## src/rtl/display_pkg.sv

```systemverilog
// Shared types and helpers for the seven-segment scan controller.
//
// Contents:
//   scan_state_t  - scheduler state (IDLE, BLANK, DRIVE)
//   nibble_t      - one hex digit value
//   next_idx_t    - result of the circular enabled-digit search
//   next_enabled  - finds the next enabled digit after idx, circularly,
//                   and flags whether the search wrapped (a frame boundary)
package display_pkg;

    // Upper bound on digits the search helper can handle.
    localparam int MAX_DIGITS = 16;
    localparam int IDX_W      = 4;
    localparam int CNT_W      = IDX_W + 1;

    typedef enum logic [1:0] {
        IDLE,
        BLANK,
        DRIVE
    } scan_state_t;

    typedef logic [3:0] nibble_t;

    typedef struct packed {
        logic             found;
        logic             wrap;
        logic [IDX_W-1:0] idx;
    } next_idx_t;

    // Offsets 1..num are tried in order, so the current digit itself is the
    // last candidate; with a single enabled digit it returns itself and wraps.
    function automatic next_idx_t next_enabled(
        input logic [MAX_DIGITS-1:0] en,
        input logic [IDX_W-1:0]      idx,
        input logic [CNT_W-1:0]      num
    );
        next_idx_t        r;
        logic [CNT_W-1:0] cand;
        r = '0;
        for (int k = 1; k <= MAX_DIGITS; k++) begin
            cand = {1'b0, idx} + CNT_W'(k);
            if (cand >= num) begin
                cand = cand - num;
            end
            if (!r.found && (CNT_W'(k) <= num) && en[cand[IDX_W-1:0]]) begin
                r.found = 1'b1;
                r.idx   = cand[IDX_W-1:0];
                r.wrap  = (cand[IDX_W-1:0] <= idx);
            end
        end
        return r;
    endfunction

endpackage

```

## src/rtl/display_scan_timer.sv

```systemverilog
// Dwell/blank interval timer for the scan controller.
//
// Ports:
//   clk, reset  - clock, synchronous active-low reset
//   clear       - restart counting from zero on the next edge
//   last_count  - terminal count minus one (the final count value)
//   done        - high while the count sits at last_count
//
// The count saturates at last_count so it never wraps past terminal.
module scan_timer #(
    parameter int WIDTH = 2
) (
    input  logic             clk,
    input  logic             reset,
    input  logic             clear,
    input  logic [WIDTH-1:0] last_count,
    output logic             done
);

    logic [WIDTH-1:0] count_q, count_d;

    assign done = (count_q == last_count);

    always_comb begin
        count_d = count_q;
        if (clear) begin
            count_d = '0;
        end else if (!done) begin
            count_d = count_q + WIDTH'(1);
        end
    end

    always_ff @(posedge clk) begin
        if (!reset) begin
            count_q <= '0;
        end else begin
            count_q <= count_d;
        end
    end

endmodule

```

## src/rtl/display_scan_ctrl.sv

```systemverilog
// Time-multiplexing scheduler for a common-anode seven-segment display.
// Picks one enabled digit at a time, shows its nibble on hex_out, blanks all
// anodes for BLANK_CYCLES, then drives that digit's anode for DWELL_CYCLES.
// Display values are double-buffered: loads while scanning land in a staging
// buffer that is committed to the shadow buffer only at a frame wrap.
//
// Ports:
//   clk, reset  - clock, synchronous active-low reset
//   digit_en    - per-digit enable, disabled digits are skipped
//   digit_val   - nibble per digit, digit i at [4i+3:4i]
//   load        - capture digit_val (direct to shadow in IDLE, else staged)
//   hex_out     - nibble for the shared decoder
//   anode_n     - active-low anode drives, at most one low
//   scan_idx    - index of the current digit
//   frame_done  - one-cycle pulse after each frame wrap
//
// Supports up to display_pkg::MAX_DIGITS digits.
module display_scan_ctrl
    import display_pkg::*;
#(
    parameter int NUM_DIGITS   = 2,
    parameter int DWELL_CYCLES = 10000,
    parameter int BLANK_CYCLES = 200,
    localparam int SCAN_W      = (NUM_DIGITS > 1) ? $clog2(NUM_DIGITS) : 1
) (
    input  logic                    clk,
    input  logic                    reset,
    input  logic [NUM_DIGITS-1:0]   digit_en,
    input  logic [4*NUM_DIGITS-1:0] digit_val,
    input  logic                    load,
    output logic [3:0]              hex_out,
    output logic [NUM_DIGITS-1:0]   anode_n,
    output logic [SCAN_W-1:0]       scan_idx,
    output logic                    frame_done
);

    localparam int MAX_CNT = (DWELL_CYCLES > BLANK_CYCLES) ? DWELL_CYCLES : BLANK_CYCLES;
    localparam int TMR_W   = (MAX_CNT > 1) ? $clog2(MAX_CNT) : 1;

    scan_state_t             state_q, state_d;
    logic [SCAN_W-1:0]       scan_idx_q, scan_idx_d;
    logic [NUM_DIGITS-1:0]   anode_n_q, anode_n_d;
    nibble_t                 hex_out_q, hex_out_d;
    logic                    frame_done_q, frame_done_d;
    logic [4*NUM_DIGITS-1:0] staging_q, staging_d;
    logic [4*NUM_DIGITS-1:0] shadow_q, shadow_d;
    logic                    pend_q, pend_d;

    logic                    tmr_clear;
    logic                    tmr_done;
    logic [TMR_W-1:0]        tmr_last;
    logic                    advance;
    logic [MAX_DIGITS-1:0]   en_ext;
    logic [IDX_W-1:0]        search_from;
    next_idx_t               nxt;

    assign en_ext = MAX_DIGITS'(digit_en);

    // Searching from the last digit in IDLE yields the lowest enabled index,
    // so one search instance serves both the start-up and advance cases.
    assign search_from = (state_q == IDLE) ? IDX_W'(NUM_DIGITS - 1) : IDX_W'(scan_idx_q);
    assign nxt         = next_enabled(en_ext, search_from, CNT_W'(NUM_DIGITS));

    assign tmr_last = (state_q == DRIVE) ? TMR_W'(DWELL_CYCLES - 1) : TMR_W'(BLANK_CYCLES - 1);

    scan_timer #(
        .WIDTH(TMR_W)
    ) u_timer (
        .clk       (clk),
        .reset     (reset),
        .clear     (tmr_clear),
        .last_count(tmr_last),
        .done      (tmr_done)
    );

    // Next-state and registered-output logic. Outputs are computed from the
    // next state so anodes and hex_out change on the same edge as the state.
    always_comb begin
        state_d      = state_q;
        scan_idx_d   = scan_idx_q;
        staging_d    = staging_q;
        shadow_d     = shadow_q;
        pend_d       = pend_q;
        frame_done_d = 1'b0;
        hex_out_d    = hex_out_q;
        anode_n_d    = '1;
        tmr_clear    = 1'b0;
        advance      = 1'b0;

        case (state_q)
            IDLE: begin
                tmr_clear = 1'b1;
                if (load) begin
                    shadow_d = digit_val;
                end
                if (|digit_en) begin
                    state_d    = BLANK;
                    scan_idx_d = SCAN_W'(nxt.idx);
                end
            end
            BLANK: begin
                // A disabled current digit aborts ahead of the timer.
                if (!digit_en[scan_idx_q]) begin
                    advance = 1'b1;
                end else if (tmr_done) begin
                    state_d   = DRIVE;
                    tmr_clear = 1'b1;
                end
            end
            DRIVE: begin
                if (!digit_en[scan_idx_q] || tmr_done) begin
                    advance = 1'b1;
                end
            end
            default: begin
                state_d = IDLE;
            end
        endcase

        if ((state_q != IDLE) && load) begin
            staging_d = digit_val;
            pend_d    = 1'b1;
        end

        // A wrap is a frame boundary: commit the pending update, with a
        // same-cycle load taking priority over the staged value.
        if (advance) begin
            tmr_clear = 1'b1;
            if (!nxt.found) begin
                state_d = IDLE;
            end else begin
                state_d    = BLANK;
                scan_idx_d = SCAN_W'(nxt.idx);
                if (nxt.wrap) begin
                    frame_done_d = 1'b1;
                    if (load) begin
                        shadow_d = digit_val;
                    end else if (pend_q) begin
                        shadow_d = staging_q;
                    end
                    pend_d = 1'b0;
                end
            end
        end

        if (state_d != IDLE) begin
            hex_out_d = shadow_d[{scan_idx_d, 2'b00} +: 4];
        end
        if (state_d == DRIVE) begin
            anode_n_d[scan_idx_d] = 1'b0;
        end
    end

    always_ff @(posedge clk) begin
        if (!reset) begin
            state_q      <= IDLE;
            scan_idx_q   <= '0;
            anode_n_q    <= '1;
            hex_out_q    <= '0;
            frame_done_q <= 1'b0;
            staging_q    <= '0;
            shadow_q     <= '0;
            pend_q       <= 1'b0;
        end else begin
            state_q      <= state_d;
            scan_idx_q   <= scan_idx_d;
            anode_n_q    <= anode_n_d;
            hex_out_q    <= hex_out_d;
            frame_done_q <= frame_done_d;
            staging_q    <= staging_d;
            shadow_q     <= shadow_d;
            pend_q       <= pend_d;
        end
    end

    assign hex_out    = hex_out_q;
    assign anode_n    = anode_n_q;
    assign scan_idx   = scan_idx_q;
    assign frame_done = frame_done_q;

endmodule

```

## config.mk

```make
export PLATFORM = sky130hd
export DESIGN_NAME = display_scan_ctrl
export DESIGN_NICKNAME = d
export VERILOG_FILES = /design/src/rtl/display_pkg.sv /design/src/rtl/display_scan_timer.sv /design/src/rtl/display_scan_ctrl.sv
export SDC_FILE = /design/constraint.sdc
export NUM_CORES = 1
export LEC_CHECK = 0
export CORE_ASPECT_RATIO = 1.1
export CORE_UTILIZATION = 45
export CTS_CLUSTER_DIAMETER = 150
export DETAILED_ROUTE_END_ITERATION = 12
export PLACE_DENSITY = 0.67
export SYNTH_ARGS = -nofsm -noshare
export SYNTH_HDL_FRONTEND = slang
export SYNTH_HIERARCHICAL = 1
export SYNTH_SLANG_ARGS = --single-unit
```

## constraint.sdc

```tcl
create_clock -name clk -period 3.2 [get_ports clk]
set_input_delay 0.48 -clock clk [delete_from_list [all_inputs] [get_ports clk]]
set_output_delay 0.48 -clock clk [all_outputs]
set_load 0.02 [all_outputs]
```

==> results.md, run 1 <==
- Final Slew Violations: 0
- Fin crit period: 2.91 ns
- Nets: 324
- Clock Skew: 0.00874 ns
- Post-synthesis mux area share: 2.81%
- Slew of the pin with the lowest slew margin: 0.600 ns
- Clk slew on worst S/H paths: 0.08 ns
- CTS tree: done
- Flop2flop setup slack: 0.29 ns
- Vias in the first global route: 2049
- FF/Latch Area: 821 µm²
- End of the critical path: hex_out[3]$_SDFFE_PN0P_
- # DRC: 0
- Worst skew pair latency: 0.29 ns
- Post-synthesis async set-or-reset flop share: 0%
- Rel. slew slack: 59.9%
- Synth cell types: 51
- Status: finished, final reports clean
- Reg2Reg Depth: 13
- Post-CTS Hold Fix Bufs: 0
- Worst R2R Start: state_q[0]$_SDFF_PN0_
- Area of the multi-input gates: 0.00141 mm²
- Fillers: 479
- Initial core utilization: 46.6%
- Final GP Congestion: 0.820
- Crit path from: state_q[0]$_SDFF_PN0_
- Power Density: 436 mW/mm²
- Post-detail-place hpwl: 4020 µm
- Fin crit share: 91.0%
- First-pass iteration count of the detailed router: 4
- Crit path launch type: flip-flop
- Initial DRC count: 124
- Combinational family with the most area after synthesis: compound AO/OA/AOI/OAI gates
- CTS buffer count: 5
- Clock buffer depth: 2
- Area share of and/or/nand/nor cells after synthesis: 23.7%
- Commonest non-fill, non-tap cell in the layout: dfxtp_1
- Pre-CTS setup slack: 0.167 ns
- Crit path kind: flip-flop to flip-flop
- Cells after synthesis: 280
- Compound-cell area share of the yosys netlist: 23.9%
- CP Capture Type: flip-flop
- Die Ht: 77.2 µm
- Xor/xnor share of the synthesized area: 6.00%
- Vias per std cell: 5.94
- Worst R2R End: hex_out[3]$_SDFFE_PN0P_
- Synthesized cell area: 0.00231 mm²
- Crit path max fanout: 15
- Largest net degree at the start of global routing: 30
- FF+latch count, synth: 41
- Worst Slack Setup Final: 0.289 ns
- Worst VDD drop: 0.210 mV
- Synth warnings: 6
- Commonest non-fill, non-tap cells in the layout: dfxtp_1 (41), nand2_1 (37), a21oi_1 (23), nor2_1 (21), clkdlybuf4s50_1 (20)
- Primary FF master, synth: dfxtp_1
- Synthesized-area fraction occupied by adder cells: 2.70%
- WP data required: 3.43 ns
- Ant diodes: 0
- Chip Width: 70.4 µm
- Area Growth Syn to Fin: 16.1%
- Initial antenna violation count: 0
- I/O Buffers: 20
- # setup viols final: 0
- GRT overflow: 0
- Post-synth EDFFs: 0
- Core area: 0.00497 mm²
- Final Util: 54.1%
- Average size of a mapped cell: 8.27 µm²
- Layout cells sized above 1: 11.4%
- Row count: 27
- Hold Violations, Final: 0
- Root buf cell: clkbuf_8
- Peak Freq: 344 MHz
- Routed wire per std cell: 14.9 µm
- Max-cap viol count: 0
- Crit path DAT: 3.14 ns
- Full die area: 0.00543 mm²
- First-pass GRT wire length: 9470 µm
- Antenna-violating nets left: 0
- Num ports: 21
- HP Class: flip-flop to flip-flop
- # clock sinks: 41
- GRT Util Overall: 21.7%
- Leakage: 0.880 nW
- H-tree levels: 2
- Via count: 2169
- Sequential area share after synthesis: 35.5%
- Routed WL: 5430 µm
[critical path, stage by stage (launching register included)]
cell and delay (ns):
dfxtp_1 0.38, inv_1 0.13, ha_4 0.23, inv_1 0.15
xnor2_1 0.14, nand4_1 0.14, nor4_4 0.31, nand3_1 0.15
o21a_1 0.15, or3_4 0.42, a21oi_4 0.19, buf_12 0.15
o221ai_1 0.12, a31oi_1 0.18
[power breakdown]
part	switching, mW	internal, mW
Combinational	0.147	0.116
Sequential	0.0261	0.544
Clock	0.186	0.151
Total	0.360	0.811
[cell usage after synthesis, types with 4 or more instances]
cell type / count / share of area, %
ha_1: 5 / 2.7
nand4_1: 4 / 1.1
and3_1: 4 / 1.1
or4_1: 4 / 1.3
dfxtp_1: 41 / 35
o22ai_1: 4 / 1.1
or3_2: 8 / 2.6
o221ai_1: 4 / 1.5
nand2_1: 37 / 6.0
o21ai_0: 16 / 3.5
xnor2_1: 13 / 4.9
nor2_1: 21 / 3.4
mux2i_1: 5 / 2.2
inv_1: 8 / 1.3
a31oi_1: 5 / 1.4
o31ai_1: 4 / 1.3
a21oi_1: 23 / 5.0
nand3_1: 4 / 0.86
nand2b_1: 5 / 1.4
clkbuf_1: 8 / 1.3
o21ai_1: 7 / 1.5
o211ai_1: 4 / 1.3
[metrics by stage]
| step | area [µm²] | setup TNS, ns | power (mW) | hold slack (ns) | cells |
|---|---|---|---|---|---|
| 3_5_place_dp | 2570 | 0 | 0.834 | 0.444 | 356 |
| 5_1_grt | 2690 | -0.00120 | 1.24 | 0.476 | 365 |
| 6_report | 2690 | 0 | 1.17 | 0.454 | 365 |
| 4_1_cts | 2650 | 0 | 1.17 | 0.455 | 364 |
| 3_3_place_gp | 2570 | 0 | 0.834 | 0.439 | 356 |
| 2_1_floorplan | 2340 | 0 | 0.746 | 0.431 | 285 |
[per-layer routing]
| metal | global-route usage, % | wire length (µm) | vias up | share of wire (%) |
|---|---|---|---|---|
| li1 | - | - | 1058 | - |
| met1 | 26.8 | 2340 | 1032 | 43 |
| met2 | 35.5 | 2700 | 61 | 50 |
| met3 | 3.15 | 208 | 18 | 3.8 |
| met4 | 12.8 | 186 | 0 | 3.4 |
| met5 | 0 | 0 | - | 0 |
[sequential cells by signal (all words and copies together), names as in the netlist]
name and cells:
anode_n 2, frame_done 1, hex_out 4, pend_q 1, scan_idx 1, shadow_q 8, staging_q 8, state_q 2
u_timer/count_q 14
[worst min path at each step]
stage | start | end | slack [ns] | cells after the start
finish | staging_q[0]$_SDFFE_PN0P_ | staging_q[0]$_SDFFE_PN0P_ | 0.45 | 2
global route | staging_q[0]$_SDFFE_PN0P_ | staging_q[0]$_SDFFE_PN0P_ | 0.48 | 2
CTS | staging_q[5]$_SDFFE_PN0P_ | staging_q[5]$_SDFFE_PN0P_ | 0.46 | 2
detailed placement | staging_q[5]$_SDFFE_PN0P_ | staging_q[5]$_SDFFE_PN0P_ | 0.44 | 2
global placement | staging_q[7]$_SDFFE_PN0P_ | staging_q[7]$_SDFFE_PN0P_ | 0.44 | 2
floorplan | staging_q[0]$_SDFFE_PN0P_ | staging_q[0]$_SDFFE_PN0P_ | 0.43 | 2
[cell type report]
type                    count  area share [%]
multi-input cells         223            52.4
flip-flops and latches     41            30.6
repair buffers             27            10.0
well taps                  58            2.70
clock buffers               5            2.56
inverters                   8            1.12
clock inverters             3           0.652
[kinds of logic after synthesis]
kind of cell / Yosys count
xor gates and xnor gates: 15
adders and majority gates: 5
muxes: 6
DFF: 41
AOI/OAI and AO/OA: 85
and+or+nand+nor: 105
other: 2
buffers and inverters: 21
[timing repair]
action | in CTS | in global routing
setup buffers | 0 | 1
gates resized for setup | 0 | 2
setup endpoints to repair | 0 | 7
(Power assumes the default switching activity.)
==> run 2: changes to the inputs <==
Settings changed: REMOVE_ABC_BUFFERS from default to 1.
==> results.md, run 2 (synthesis results as in run 1) <==
- Root buf cell: clkbuf_8
- Area Growth Syn to Fin: 17.0%
- Power Density: 463 mW/mm² (+6.2%)
- Largest regs: u_timer/count_q x14, shadow_q x8, staging_q x8
- Clock Skew: 0.00761 ns (-0.00114 ns)
- WP buf/inv: 2 (-1)
- RSZ-0062 raised after global routing: no
- Worst skew pair latency: 0.29 ns (about the same)
- Initial antenna violation count: 0 (unchanged)
- # setup viols final: 0 (unchanged)
- Max-cap viol count: 0 (unchanged)
- Design area: 0.00271 mm² (+0.84%)
- Routed WL: 5180 µm (-4.7%)
- Crit path launch type: flip-flop
- Status: finished, final reports clean
- GRT Util Overall: 19.8% (-1.9 points)
- Final GP Congestion: 0.854 (+4.1%)
- CP max-delay cell: or3_4
- # clock sinks: 41 (unchanged)
- CP delay by family, top: simple AND/OR/NAND/NOR gates
- Final Slew Violations: 0 (unchanged)
- Vias per std cell: 5.67 (-4.6%)
- CTS tree: done
- Clk slew on worst S/H paths: 0.08 ns (about the same)
- I/O Buffers: 20 (unchanged)
- Num ports: 21 (unchanged)
- Largest register FFs: 14 (unchanged)
- Layout cells sized above 1: 11.4% (-0.037 points)
- Crit path DAT: 3.20 ns (+0.06 ns)
- Crit path max fanout: 8 (-7)
- Placed cell areas: 0.00256 mm² (-0.39%)
- Row count: 27 (unchanged)
- GRT overflow: 0 (unchanged)
- Top reg by flops: u_timer/count_q
- Crit path kind: flip-flop to flip-flop
- Commonest non-fill, non-tap cells in the layout: dfxtp_1 (41), nand2_1 (37), a21oi_1 (23), nor2_1 (21), clkdlybuf4s50_1 (20)
- Largest net degree at the start of global routing: 30 (unchanged)
- Clock buffer depth: 2 (unchanged)
- HP Class: flip-flop to flip-flop
- Worst VDD drop: 0.228 mV (+9.0%)
- CTS buffer count: 5 (unchanged)
- Die Ht: 77.2 µm (unchanged)
- Full die area: 0.00543 mm² (unchanged)
- Slew of the pin with the lowest slew margin: 0.613 ns (+0.0121 ns)
- Vias in the first global route: 1911 (-6.7%)
- Min Hold Slack: 0.451 ns (-0.00232 ns)
- Routed wire per std cell: 14.1 µm (-5.0%)
- Fin crit period: 3.00 ns (+0.0881 ns)
- Ant diodes: 0 (unchanged)
- H-tree levels: 2 (unchanged)
- Initial core utilization: 46.6% (unchanged)
- Flop2flop setup slack: 0.20 ns (-0.09 ns)
- CP Capture Type: flip-flop
- Fin crit share: 93.7% (+2.8 points)
- Post-detail-place hpwl: 3760 µm (-6.6%)
- Crit path largest cell delay: 0.45 ns (+0.03 ns)
- First-pass GRT wire length: 8670 µm (-8.4%)
- WP data required: 3.40 ns (-0.03 ns)
- Chip Width: 70.4 µm (unchanged)
- # placed instances: 355 (-0.28%)
- Via count: 2074 (-4.4%)
- Antenna-violating nets left: 0 (unchanged)
- Finished Layout Cells: 366 (+0.27%)
- # DRC: 0 (unchanged)
- Nets: 325 (+0.31%)
- Critical path cell sequence: inv_1 -> ha_1 -> buf_4 -> xnor2_2 -> nand4_1 -> nor4_4 -> nand3_1 -> o21a_1 -> or3_4 -> a21oi_4 -> o22ai_1 -> nor3_1
- Hold Violations, Final: 0 (unchanged)
- First-pass iteration count of the detailed router: 4 (unchanged)
- Peak Freq: 333 MHz (-2.9%)
- Initial DRC count: 159 (+28%)
- Commonest non-fill, non-tap cell in the layout: dfxtp_1
- Rel. slew slack: 59.1% (-0.81 points)
- Core area: 0.00497 mm² (unchanged)
- Leakage: 0.895 nW (+1.7%)
[run 2: changes by cell type in the layout (fill, tap and decap cells not counted)]
cell / delta
a21oi_4: +1
buf_12: -1
buf_4: +1
bufinv_16: +1
clkbuf_1: +1
clkbuf_8: +1
clkinv_2: -2
clkinvlp_4: -1
ha_1: +1
ha_4: -1
o21ai_0: -1
o21ai_1: +1
o22a_1: -1
o22a_2: +1
[run 2: repair_timing]
action / 4_1_cts / 5_1_grt
setup buffers: 0 / 2
resized for setup: 0 / 4
setup endpoints to repair: 0 / 6
hold buffers: 0 / 0
[run 2: cell type report]
class / count / area [µm²]
Clock inverter: 1 / 30.0
Sequential cell: 41 / 821
Timing Repair Buffer: 27 / 256
Inverter: 8 / 30.0
Multi-Input combinational cell: 224 / 1410
Fill cell: 473 / 2260
Tap cell: 58 / 72.6
Clock buffer: 7 / 86.3
[run 2: per-stage QoR]
step           setup slack [ns]  TNS, ns  utilization (%)  total power, mW
4_1_cts                   0.165        0             53.8             1.25
3_5_place_dp              0.168        0             51.5            0.824
3_3_place_gp              0.263        0             51.5            0.825
5_1_grt                 0.00171        0             54.5             1.33
2_1_floorplan            -0.439    -4.55                -            0.735
6_report                  0.201        0             54.5             1.25
[run 2: metal layers]
| metal | track usage (%) | wire length, µm | up-vias |
|---|---|---|---|
| li1 | - | - | 1067 |
| met1 | 25.9 | 2530 | 972 |
| met2 | 32.8 | 2460 | 33 |
| met3 | 4.34 | 158 | 2 |
| met4 | 4.80 | 29 | 0 |
| met5 | 0 | 0 | - |
[run 2: worst paths after layout]
path / cells after the start / from / endpoint
max: 12 / state_q[0]$_SDFF_PN0_ / shadow_q[1]$_SDFF_PN0_
min reg2reg: 2 / staging_q[5]$_SDFFE_PN0P_ / staging_q[5]$_SDFFE_PN0P_
min: 2 / staging_q[5]$_SDFFE_PN0P_ / staging_q[5]$_SDFFE_PN0P_
max reg2reg: 12 / state_q[0]$_SDFF_PN0_ / shadow_q[1]$_SDFF_PN0_
[run 2: tightest hold or removal path: stages (launching register included)]
cell and delay [ns]:
dfxtp_1 0.31, nand2_1 0.05, a21oi_1 0.05
[run 2: where the power goes]
| part | total, mW | internal (mW) | switching, mW |
|---|---|---|---|
| sequential | 0.566 | 0.544 | 0.0224 |
| combinational | 0.259 | 0.114 | 0.145 |
| clock | 0.429 | 0.254 | 0.175 |
| total | 1.25 | 0.912 | 0.342 |
==> patch 1: new RTL, config.mk and constraints of run 2 <==
The 3 states of `scan_state_t` get a one-hot encoding in 3 bits.
--- a/src/rtl/display_pkg.sv
+++ b/src/rtl/display_pkg.sv
@@ -15,6 +15,6 @@
 
-    typedef enum logic [1:0] {
-        IDLE,
-        BLANK,
-        DRIVE
+    typedef enum logic [2:0] {
+        IDLE  = 3'b001,
+        BLANK = 3'b010,
+        DRIVE = 3'b100
     } scan_state_t;
Behaviour: no difference found for any inputs over 10 cycles, from zero or initial values and one cycle with reset low; not proved beyond that.
==> patch 1 against run 2 <==
- clock power is essentially flat
- non-clock buffer count unchanged
- routed wire length shrank 1.1%
- synthesized cell count decreased by 3.2%
- area after synthesis increased by 2.1%
- clock skew down 0.0024 ns
- first-iteration DRC count decreased by 42%
- power shrank 2.8%
- design area rose by 0.37%
- worst setup slack better by 0.072 ns
- sequential cell count up 1
- sequential share of layout area up 0.62 points
- largest power group unchanged
- highest routed layer unchanged
==> patch 1: results <==
set metrics [dict create \
    grt_pass1_wl_um 8431 \
    crit_path_start "state_q[0]" \
    post-place-ws_ns 0.1311 \
    worst_slew_pin_slew_ns 0.5133 \
    gp_congestion 0.8339 \
    switching_power_w 0.0003431 \
    cpMaxStageDelayCell "or3b_4" \
    cpPeakStageDelay_ns 0.47 \
    met1_length_um 2373 \
    antenna_found_initial 0 \
    synthTopCellsByCount "42 x dfxtp_1, 28 x nand2_1, 24 x a21oi_1, 19 x nor2_1, 13 x xnor2_1" \
    ant_nets 0 \
    ir_drop_uv 287.4 \
    met3_usage_pct 4.286 \
    placed_cell_area_um2 2597 \
    layout.cells.non_filler 354 \
    numPortBuffers 20 \
    path_max_fanout 8 \
    insertion_delay_ns 0.31 \
    r2r_slack_ns 0.27 \
    max-clock-path-buffers 2 \
    cts.clk_slew.worst_paths_ns 0.09 \
    cts-root-buf "clkbuf_8" \
    dp_hpwl_um 3553 \
    synth_area_leaders "dfxtp_1 36%, a21oi_1 5.1%, xnor2_1 4.8%" \
    drtIter0Drc 93 \
    ys.flop_type "dfxtp_1" \
    routedWlPerCell_um 14.46 \
    drive_above_1_share_pct 16.22 \
    fin_crit_sh_pct 91.46 \
    ys_seq_area_share_pct 35.59 \
    htreeDepth 2 \
    gr-usage-all-layers_pct 19.51 \
    hold_end "staging_q[1]" \
    grt_max_degree 29 \
    nNetsFinal 309 \
    wl_met2_um 2476 \
    avgSynthCellArea_um2 8.717 \
    p_leak_nw 0.8982 \
    p_sw_share_pct 28.14 \
    use_met2_pct 32.02 \
    wl_met3_um 147 \
    worstPathArrival_ns 3.13 \
    vias_per_cell 5.655 \
    cp-endpoint "hex_out[2]" \
    grt_pass1_vias 1817 \
    firstDrtPassIters 4 \
    synth_cell_types 54 \
    met1_usage_pct 23.94 \
    hold_depth 2 \
    pg_seq_w 0.000570 \
    p_comb_w 0.000219 \
    reg2reg_depth 13 \
    whs_ns 0.4609 \
    fin_skew_ns 0.005247 \
    min_from "staging_q[1]" \
    status "complete, no violations" \
]
## patch 1: cell count changes after synthesis, sizes merged, moves of 3 or more
cell / run 2 / this run
buf: 5 / 8
and2: 1 / 8
nand2: 37 / 29
o211ai: 4 / 1
inv: 8 / 5
a32oi: 0 / 4
o21ai: 24 / 20
ha: 5 / 1
a31oi: 5 / 2
a221oi: 3 / 0
or3: 9 / 12
nor3: 4 / 0
nand3: 4 / 13
o2111a: 3 / 0
## patch 1: logic make-up after synthesis
| family | Yosys count | synth area share (%) |
|---|---|---|
| flops | 42 | 35.59 |
| buf+inv | 20 | 5.085 |
| fa+ha+maj | 1 | 0.5296 |
| compound gates | 73 | 21.61 |
| xor+xnor | 16 | 6.250 |
| other cells | 2 | 0.3179 |
| mux | 6 | 2.542 |
| simple gates | 111 | 28.07 |
## patch 1: cell type report
class,instances,area (um2)
clock buffers,5,68.82
clock inverters,3,45.04
fillers,460,2315
inverters,5,18.77
multi-input cells,214,1420
flip-flops and latches,42,840.8
well taps,58,72.57
repair buffers,27,252.7
==> patch 2: new RTL, config.mk and constraints of run 2 <==
Made on the original files. The package constant `IDX_W` goes from 4 to 2.
--- a/src/rtl/display_pkg.sv
+++ b/src/rtl/display_pkg.sv
@@ -12,3 +12,3 @@
     localparam int MAX_DIGITS = 16;
-    localparam int IDX_W      = 4;
+    localparam int IDX_W      = 2;
     localparam int CNT_W      = IDX_W + 1;
Behaviour: unchanged (Yosys induction, for registers that start in step).
==> patch 2 against run 2 <==
- the flow now finishes with violations (DRC)
- global-route usage up 2.1 points
- sequential share of layout area down 0.50 points
- area after synthesis rose by 2.8%
- worst setup slack improved by 0.16 ns
- design area is 1.7% higher
- via count is 4.8% higher
- power increased by 1.6%
- sequential power about the same
- sequential cell count unchanged
- routed wire length grew 8.2%
==> patch 2: results <==
set metrics [dict create \
    cpPeakStageDelay_ns 0.45 \
    avgSynthCellArea_um2 8.235 \
    r2r_end "hex_out[0]" \
    drive_above_1_share_pct 13.10 \
    synth_xor_area_share_pct 5.836 \
    num_vias 2173 \
    core-area_um2 5034 \
    drt_wl_total_um 5601 \
    gr-usage-all-layers_pct 21.90 \
    internal_power_w 0.0009074 \
    muxShareOfSynthArea_pct 2.156 \
    drtIter0Drc 71 \
    grt_pass1_wl_um 9604 \
    synth-compound-area-share_pct 21.19 \
    ir_drop_uv 202.6 \
    synth_area_leaders "dfxtp_1 34%, nand2_1 6.2%, nand3_1 6.1%" \
    post-place-ws_ns 0.2479 \
    p_leak_nw 0.9328 \
    path_max_fanout 10 \
    p_total_w 0.001274 \
    nNetsFinal 330 \
    nFillCells 471 \
    fmax_mhz 352.5 \
    fin_skew_ns 0.006467 \
    pg_seq_w 0.000566 \
    vias_per_cell 5.857 \
    violations "DRC" \
    netlist.area_leader.share_pct 34.49 \
    firstDrtPassIters 11 \
    grt_max_degree 27 \
    dp_hpwl_um 3815 \
    r2r_slack_ns 0.36 \
    status "finished, violations left" \
    placed_cell_area_um2 2635 \
    drc 1 \
    synth_cell_types 46 \
    reg2reg_depth 11 \
    max-slew-margin-rel_pct 52.19 \
    cpMaxStageDelayCell "nor4_4" \
]
[patch 2: changes by cell type after synthesis, sizes merged, moves of 6 or more]
cell / before / now
a21boi: 0 / 9
a21oi: 27 / 16
and4: 0 / 8
nand3: 4 / 29
nand4: 4 / 12
o21ai: 24 / 18
o32a: 2 / 8
[patch 2: logic make-up after synthesis]
family,Yosys count
flops,41
simple gates,132
fa+ha+maj,5
xor+xnor,15
compound gates,69
buf+inv,20
other cells,2
mux,5
[patch 2: layout make-up]
class | instances | share of cell area, %
inverters | 5 | 0.6815
clock buffers | 7 | 3.135
well taps | 58 | 2.635
multi-input cells | 233 | 53.75
flip-flops and latches | 41 | 29.80
clock inverters | 1 | 1.090
repair buffers | 26 | 8.905
[patch 2: metal layers]
layer	vias up	global-route usage, %	share of wire, %
met3	16	3.979	2.9
met5	-	0	0
met4	0	10.00	2.5
li1	1092	-	-
met2	50	36.48	46
met1	1015	27.29	48
